===== src/rtl/ex_muldiv_seq_pkg.sv =====
// rtl/ex_muldiv_seq_pkg.sv - shared types, widths and helpers for the RV64M multiply/divide sequencer
package ex_muldiv_seq_pkg;

   localparam int XLEN  = 64;
   localparam int CNT_W = 6;
   localparam int WLEN  = 32;

   localparam logic [XLEN-1:0] XMIN = {1'b1, {(XLEN-1){1'b0}}};

   typedef enum logic [2:0] {
      MD_MUL    = 3'b000,
      MD_MULH   = 3'b001,
      MD_MULHSU = 3'b010,
      MD_MULHU  = 3'b011,
      MD_DIV    = 3'b100,
      MD_DIVU   = 3'b101,
      MD_REM    = 3'b110,
      MD_REMU   = 3'b111
   } md_op_e;

   typedef enum logic [2:0] {
      MDS_IDLE = 3'd0,
      MDS_PREP = 3'd1,
      MDS_CALC = 3'd2,
      MDS_FIX  = 3'd3,
      MDS_DONE = 3'd4
   } md_state_e;

   function automatic logic op_a_signed(input logic [2:0] f3);
      return (f3 == MD_MULH) || (f3 == MD_MULHSU) || (f3 == MD_DIV) || (f3 == MD_REM);
   endfunction

   function automatic logic op_b_signed(input logic [2:0] f3);
      return (f3 == MD_MULH) || (f3 == MD_DIV) || (f3 == MD_REM);
   endfunction

   // *W forms operate on the low word, widened according to operand signedness
   function automatic logic [XLEN-1:0] ext_operand(input logic [XLEN-1:0] v, input logic word,
                                                   input logic sgn);
      if (!word)
         return v;
      return {{(XLEN-WLEN){sgn & v[WLEN-1]}}, v[WLEN-1:0]};
   endfunction

   function automatic logic [XLEN-1:0] wfix(input logic word, input logic [XLEN-1:0] r);
      return word ? {{(XLEN-WLEN){r[WLEN-1]}}, r[WLEN-1:0]} : r;
   endfunction

endpackage


===== src/rtl/ex_muldiv_step.sv =====
// rtl/ex_muldiv_step.sv - one radix-2 shift-add (multiply) or restoring-subtract (divide) iteration
module ex_muldiv_step
   import ex_muldiv_seq_pkg::*;
(
   input  logic [XLEN-1:0] acc_i,
   input  logic [XLEN-1:0] shreg_i,
   input  logic [XLEN-1:0] operand_i,
   input  logic            is_div_i,
   output logic [XLEN-1:0] acc_o,
   output logic [XLEN-1:0] shreg_o
);

   logic [XLEN:0] sum;
   logic [XLEN:0] shifted;
   logic [XLEN:0] diff;

   always_comb begin
      sum     = {1'b0, acc_i} + (shreg_i[0] ? {1'b0, operand_i} : {(XLEN+1){1'b0}});
      shifted = {acc_i, shreg_i[XLEN-1]};
      diff    = shifted - {1'b0, operand_i};
      if (is_div_i) begin
         // diff[XLEN] is the borrow: partial remainder smaller than divisor
         if (diff[XLEN]) begin
            acc_o   = shifted[XLEN-1:0];
            shreg_o = {shreg_i[XLEN-2:0], 1'b0};
         end else begin
            acc_o   = diff[XLEN-1:0];
            shreg_o = {shreg_i[XLEN-2:0], 1'b1};
         end
      end else begin
         acc_o   = sum[XLEN:1];
         shreg_o = {sum[0], shreg_i[XLEN-1:1]};
      end
   end

endmodule


===== src/rtl/ex_muldiv_seq.sv =====
// rtl/ex_muldiv_seq.sv - multi-cycle RV64M multiply/divide sequencer beside the Ex stage
module ex_muldiv_seq
   import ex_muldiv_seq_pkg::*;
(
   input  logic            Clk,
   input  logic            Rst_n,
   input  logic            StartIn,
   input  logic            FlushIn,
   input  logic [2:0]      Funct3In,
   input  logic            WordIn,
   input  logic [XLEN-1:0] Rs1ReadDataIn,
   input  logic [XLEN-1:0] Rs2ReadDataIn,
   input  logic [4:0]      RdAddrIn,
   output logic            BusyOut,
   output logic            DoneOut,
   output logic [XLEN-1:0] RdWriteDataOut,
   output logic [4:0]      RdAddrOut,
   output logic            RdWriteEnableOut
);

   md_state_e        state_q, state_d;
   logic [CNT_W-1:0] cnt_q, cnt_d;
   logic [XLEN-1:0]  acc_q, acc_d;
   logic [XLEN-1:0]  shreg_q, shreg_d;
   logic [XLEN-1:0]  opnd_q, opnd_d;
   logic [XLEN-1:0]  result_q, result_d;
   logic [2:0]       f3_q, f3_d;
   logic             word_q, word_d;
   logic [4:0]       rd_q, rd_d;
   logic             sa_q, sa_d;
   logic             sb_q, sb_d;

   logic              a_signed, b_signed;
   logic [XLEN-1:0]   a_ext, b_ext;
   logic              neg_a, neg_b;
   logic              div_zero, div_ovf, special;
   logic [XLEN-1:0]   special_res;
   logic [XLEN-1:0]   step_acc, step_shreg;
   logic [2*XLEN-1:0] prod;
   logic [XLEN-1:0]   quot, rem, fix_res;

   ex_muldiv_step u_step (
      .acc_i     (acc_q),
      .shreg_i   (shreg_q),
      .operand_i (opnd_q),
      .is_div_i  (f3_q[2]),
      .acc_o     (step_acc),
      .shreg_o   (step_shreg)
   );

   // Raw operands sit in shreg_q/opnd_q during PREP and are replaced by magnitudes
   always_comb begin
      a_signed = op_a_signed(f3_q);
      b_signed = op_b_signed(f3_q);
      a_ext    = ext_operand(shreg_q, word_q, a_signed);
      b_ext    = ext_operand(opnd_q, word_q, b_signed);
      neg_a    = a_signed & a_ext[XLEN-1];
      neg_b    = b_signed & b_ext[XLEN-1];
      div_zero = f3_q[2] & (b_ext == '0);
      div_ovf  = f3_q[2] & b_signed & (a_ext == XMIN) & (b_ext == '1);
      special  = div_zero | div_ovf;
      if (div_zero)
         special_res = f3_q[1] ? a_ext : '1;
      else
         special_res = f3_q[1] ? '0 : XMIN;
   end

   always_comb begin
      prod = {acc_q, shreg_q};
      if (sa_q ^ sb_q)
         prod = -prod;
      quot = (sa_q ^ sb_q) ? -shreg_q : shreg_q;
      rem  = sa_q ? -acc_q : acc_q;
      if (f3_q[2])
         fix_res = f3_q[1] ? rem : quot;
      else
         fix_res = (f3_q == MD_MUL) ? prod[XLEN-1:0] : prod[2*XLEN-1:XLEN];
   end

   always_ff @(posedge Clk or negedge Rst_n) begin
      if (!Rst_n)
         state_q <= MDS_IDLE;
      else
         state_q <= state_d;
   end

   always_comb begin
      state_d = state_q;
      unique case (state_q)
         MDS_IDLE: if (StartIn) state_d = MDS_PREP;
         MDS_PREP: state_d = special ? MDS_DONE : MDS_CALC;
         MDS_CALC: if (cnt_q == '0) state_d = MDS_FIX;
         MDS_FIX:  state_d = MDS_DONE;
         MDS_DONE: state_d = MDS_IDLE;
         default:  state_d = MDS_IDLE;
      endcase
      if (FlushIn)
         state_d = MDS_IDLE;
   end

   always_comb begin
      BusyOut          = (state_q != MDS_IDLE) && (state_q != MDS_DONE);
      DoneOut          = (state_q == MDS_DONE) && !FlushIn;
      RdWriteEnableOut = (state_q == MDS_DONE) && !FlushIn;
   end

   assign RdWriteDataOut = result_q;
   assign RdAddrOut      = rd_q;

   always_comb begin
      cnt_d    = cnt_q;
      acc_d    = acc_q;
      shreg_d  = shreg_q;
      opnd_d   = opnd_q;
      result_d = result_q;
      f3_d     = f3_q;
      word_d   = word_q;
      rd_d     = rd_q;
      sa_d     = sa_q;
      sb_d     = sb_q;
      if (!FlushIn) begin
         unique case (state_q)
            MDS_IDLE: begin
               if (StartIn) begin
                  shreg_d = Rs1ReadDataIn;
                  opnd_d  = Rs2ReadDataIn;
                  f3_d    = Funct3In;
                  word_d  = WordIn;
                  rd_d    = RdAddrIn;
               end
            end
            MDS_PREP: begin
               if (special) begin
                  result_d = wfix(word_q, special_res);
               end else begin
                  acc_d   = '0;
                  shreg_d = neg_a ? -a_ext : a_ext;
                  opnd_d  = neg_b ? -b_ext : b_ext;
                  sa_d    = neg_a;
                  sb_d    = neg_b;
                  cnt_d   = CNT_W'(XLEN-1);
               end
            end
            MDS_CALC: begin
               acc_d   = step_acc;
               shreg_d = step_shreg;
               cnt_d   = cnt_q - CNT_W'(1);
            end
            MDS_FIX:  result_d = wfix(word_q, fix_res);
            default:  ;
         endcase
      end
   end

   always_ff @(posedge Clk or negedge Rst_n) begin
      if (!Rst_n) begin
         cnt_q    <= '0;
         acc_q    <= '0;
         shreg_q  <= '0;
         opnd_q   <= '0;
         result_q <= '0;
         f3_q     <= '0;
         word_q   <= 1'b0;
         rd_q     <= '0;
         sa_q     <= 1'b0;
         sb_q     <= 1'b0;
      end else begin
         cnt_q    <= cnt_d;
         acc_q    <= acc_d;
         shreg_q  <= shreg_d;
         opnd_q   <= opnd_d;
         result_q <= result_d;
         f3_q     <= f3_d;
         word_q   <= word_d;
         rd_q     <= rd_d;
         sa_q     <= sa_d;
         sb_q     <= sb_d;
      end
   end

endmodule


===== config.mk =====
export PLATFORM = sky130hd
export DESIGN_NAME = ex_muldiv_seq
export DESIGN_NICKNAME = d
export VERILOG_FILES = /design/src/rtl/ex_muldiv_seq_pkg.sv /design/src/rtl/ex_muldiv_step.sv /design/src/rtl/ex_muldiv_seq.sv
export SDC_FILE = /design/constraint.sdc
export NUM_CORES = 2
export LEC_CHECK = 0
export BUFFER_PORTS_ARGS = -buffer_cell sky130_fd_sc_hd__buf_2
export CAP_MARGIN = 40
export CORE_ASPECT_RATIO = 1.75
export CORE_UTILIZATION = 60
export CTS_CLUSTER_DIAMETER = 200
export DETAILED_ROUTE_END_ITERATION = 6
export HOLD_SLACK_MARGIN = 0.05
export PLACE_DENSITY_LB_ADDON = 0.12
export SLEW_MARGIN = 20
export SYNTH_ARGS = -nofsm -noshare
export SYNTH_HDL_FRONTEND = slang
export SYNTH_HIERARCHICAL = 1
export SYNTH_SLANG_ARGS = --single-unit

===== constraint.sdc =====
create_clock -name Clk -period 6.6 [get_ports Clk]
set_input_delay 0.33 -clock Clk [delete_from_list [all_inputs] [get_ports Clk]]
set_output_delay 0.33 -clock Clk [all_outputs]
set_load 0.005 [all_outputs]

==> results of run 1 <==
==> per-stage QoR <==
stage                     hold WS, ns  area [sq um]
after CTS                      0.0501         36300
after floorplan                0.0344         32700
after global placement          0.389         33900
after detailed placement        0.390         34100
==> metal layers <==
metal	GRT usage, %	GRT overflow
met5	0.543	0
met2	89.9	2
met3	29.3	1
met4	66.2	4
met1	63.5	0
==> synth_stat cells (30+ instances only) <==
library cell  count
a21o_1           73
a21oi_1         421
a221oi_1         43
a22o_1           31
a22oi_1          35
a31oi_1          90
and2_1           79
and3_1           38
clkbuf_1        296
dfrtp_1         276
ha_1            134
inv_1           146
mux2_2           76
mux2i_1          44
nand2_1         506
nand3_1          96
nand4_1          66
nor2_1          426
nor2b_1          42
nor3_1          147
nor4_1           80
o211ai_1         49
o21ai_0         498
o21bai_1         30
o31ai_1          49
or3_1            45
xnor2_1         161
xor2_1          135
==> cell families after synthesis <==
family	Yosys count	synth area share, %
DFF	276	21.1
buffers and inverters	513	6.54
adders and majority gates	136	5.25
AOI/OAI and AO/OA	1591	30.3
muxes	125	4.13
xor gates and xnor gates	296	7.92
and+or+nand+nor	1676	24.7
==> results.toml, run 1 <==
[outcome]
status = "aborted with a tool error"
flow.stopped_at = "global routing"
first-error = "[ERROR GRT-0116] Global routing finished with congestion. Check the congestion regions in the DRC Viewer."

[logic_synthesis]
synth_top_cell_area_share_pct = 21.1
netlist_area_sq_um = 32700
synth_area_leaders = "dfrtp_1, o21ai_0, a21oi_1"
synth_area_leader_cell = "dfrtp_1"
synth_edf_count = 0
synth_cell_types = 109
seq_area_frac_synth_pct = 21.1
yosysWarnings = 6
synthCells = 4613
yosys_most_used_dff = "dfrtp_1"
avgSynthCellArea_sq_um = 7.09
synth-seq-cells = 276
syn_nets = 4890
async_reset_ff_share_pct = 100

[cts]
cts.repair.resized = 0
ctsLongestPathBuffers = 3
clockRootBuffer = "clkbuf_16"
cts_buffers = 31
hold_buffers = 107
clock-sinks = 276
htreeDepth = 1
post_cts_buffers = 0

[grt]
grtUsageTotal_pct = 62.6
grt_pass1_vias = 41569
grt_pass1_wl_mm = 260
grt_max_degree = 143
grt-ovfl-total = 7

[floorplan]
die_x_microns = 179
floorplan.initialDensity_pct = 61.1
rows = 112
io_pins = 213
die_height_microns = 311

[placed_design]
place_ws_ns = 1.55
dp_hpwl_mm = 116
gp_congestion = 1.10
place_inst = 5259
io_buffers = 212
==> run 2, diff against run 1 <==
--- a/config.mk
+++ b/config.mk
@@ -7,12 +7,9 @@
 export LEC_CHECK = 0
 export BUFFER_PORTS_ARGS = -buffer_cell sky130_fd_sc_hd__buf_2
 export CAP_MARGIN = 40
-export CORE_ASPECT_RATIO = 1.75
-export CORE_UTILIZATION = 60
-export CTS_CLUSTER_DIAMETER = 200
+export CORE_UTILIZATION = 40
 export DETAILED_ROUTE_END_ITERATION = 6
-export HOLD_SLACK_MARGIN = 0.05
-export PLACE_DENSITY_LB_ADDON = 0.12
+export PLACE_DENSITY_LB_ADDON = 0.15
 export SLEW_MARGIN = 20
 export SYNTH_ARGS = -nofsm -noshare
 export SYNTH_HDL_FRONTEND = slang
==> results.toml, run 2 <==
[outcome]
status = "finished with violations"
failed_checks = "design-rule violations"

[sta]
worst_pin_slew_ns = 1.05
setup_viol_count_final = 0
finalCriticalPeriod_ns = 5.04
tns_ns = 0
fin_skew_ns = 0.0340
hold_violations = 0
holdWs_ns = 0.0200
slew_viol_final = 0
rsz0062_at_grt = "false"
post-route-period-util_pct = 76.3
fmax_mhz = 199
max_slew_margin_pct = 30.1

[logic_synthesis]
synth_area_leader_cell = "dfrtp_1"
synth_top_cell_area_share_pct = 21.1
netlist_area_sq_um = 32700
yosysMostFrequentCell = "nand2_1"
syn_nets = 4890
synth_common_cells = "nand2_1, o21ai_0, nor2_1, a21oi_1, clkbuf_1"
synth_cell_types = 109
synth-seq-cells = 276
synth_edf_count = 0
synth_area_leaders = "dfrtp_1, o21ai_0, a21oi_1"
yosys_most_used_dff = "dfrtp_1"
async_reset_ff_share_pct = 100
synthCells = 4613
seq_area_frac_synth_pct = 21.1
yosysWarnings = 6
avgSynthCellArea_sq_um = 7.09

[power_and_ir_drop]
clockPowerShare_pct = 15.7
power.density_nw_per_um2 = 418
peakVddDrop_mv = 0.265
p_sw_share_pct = 53.7
seqPwrFrac_pct = 22.9
p_leak_nw = 14.9
power.total_mw = 15.2
p_switching_mw = 8.16
p_comb_share_pct = 61.4
p_int_mw = 7.04

[placed_design]
dp_hpwl_mm = 113
gp_congestion = 1.02
io_buffers = 212

[final_layout]
drive_above_1_share_pct = 12.3
syn2layout_area_growth_pct = 11.1
fin_nets = 4917
nFillCells = 8413
mostFrequentLayoutCell = "nand2_1"
final_cell_mix = "nand2_1, o21ai_0, nor2_1, a21oi_1, dfrtp_1"

[route]
ant_nets = 0
dr.pass1.iters = 7
wl_per_cell_microns = 26.5
dr.first_iter.drc_count = 4841
wirelength_mm = 152
vias_per_cell = 6.53
drc_errors = 29
vias = 37432

[worst_hold_path]
hp-class = "in2reg"

[setup_path]
required_ns = 7.00
crit_arrival_ns = 5.44
crit_fanout = 17
crit_type = "reg2reg"
worst_setup_path_start_kind = "flop"
end_kind = "flop"

[cts]
cts_tree = "yes"
cts_buffers = 40
clockRootBuffer = "clkbuf_16"
insertion_delay_ns = 0.61
clock-sinks = 276
ctsLongestPathBuffers = 3
htreeDepth = 2
post_cts_buffers = 0
clk_pin_slew_worst_paths_ns = 0.06

[grt]
grtUsageTotal_pct = 35.6
grt-ovfl-total = 0
grt_pass1_vias = 34618
grt_pass1_wl_mm = 226
grt_max_degree = 91
antenna_found_initial = 4

[floorplan]
core-area_sq_um = 80700
die_height_microns = 288
floorplan.initialDensity_pct = 40.6
die_x_microns = 288
die_area_sq_um = 83000
rows = 104
io_pins = 213

[run]
max_cap_violations = 0
[run 2: routing by layer]
metal  share of wire, %  vias up  GRT usage [%]
li1                   -    16936              -
met1                 41    17959           48.1
met2                 44     2144           54.6
met3                9.2      391           5.15
met4                5.7        2           18.6
met5             0.0046        -              0
[run 2: worst max-delay path: stages, from the launching register on]
cell and delay, ns:
dfrtp_1 0.56, or4_1 0.78, or4_4 0.62, nor4_1 0.68
nand4_1 0.20, mux2i_1 0.17, a32o_1 0.25, a21oi_2 0.57
and2_1 0.83, a31oi_1 0.19
[run 2: area by class of cell]
| type | instances | area [sq um] | area share [%] |
|---|---|---|---|
| inverter | 152 | 571 | 1.57 |
| tap | 1060 | 1330 | 3.65 |
| timing repair buffer | 346 | 2310 | 6.35 |
| clock buffer | 56 | 1140 | 3.14 |
| sequential | 276 | 6910 | 19.0 |
| clock inverter | 18 | 273 | 0.750 |
| multi-input combinational | 3824 | 23800 | 65.5 |
| antenna | 3 | 7.51 | 0.0206 |
[run 2: cell families after synthesis]
kind of cell / share of synthesized area [%]
compound gates: 30.3
xor+xnor: 7.92
simple gates: 24.7
flops: 21.1
fa+ha+maj: 5.25
mux: 4.13
buf+inv: 6.54
[run 2: path summary, 6_finish.rpt]
kind / start / to / slack, ns / cells after the start
hold / removal: Rs2ReadDataIn[0] / opnd_q[0] / 0.02 / 3
min in group asynchronous: Rst_n / acc_q[9] / 0.33 / 2
setup reg to reg: acc_q[20] / RdWriteDataOut[45] / 1.56 / 9
max in group asynchronous: Rst_n / acc_q[29] / 5.05 / 4
setup / recovery: acc_q[20] / RdWriteDataOut[45] / 1.56 / 9
hold reg to reg: RdWriteDataOut[6] / RdWriteDataOut[6] / 0.49 / 1
[run 2: power by group through the flow]
stage	logic, mW	clock network (mW)	registers, mW
after floorplan	6.65	0	2.66
after global placement	8.87	0	3.49
after detailed placement	8.91	0	3.49
after CTS	8.97	2.42	3.46
after global routing	10.0	2.48	3.50
final	9.34	2.39	3.48
[run 2: metrics by stage]
step / instances / instance area (sq um) / worst slack, ns / util (%)
2_1_floorplan: 4613 / 32700 / 2.90 / -
3_3_place_gp: 5614 / 34400 / 1.49 / 42.6
3_5_place_dp: 5627 / 34600 / 1.46 / 42.8
4_1_cts: 5722 / 36200 / 1.40 / 44.8
5_1_grt: 5732 / 36300 / 1.47 / 45.1
6_report: 5735 / 36400 / 1.56 / 45.1
[run 2: repair_timing]
item,in CTS,in global routing
hold buffers,21,0
resized for setup,0,0
endpoints found under the hold margin,92,0
No activity file was read; power rests on OpenSTA's default activity.
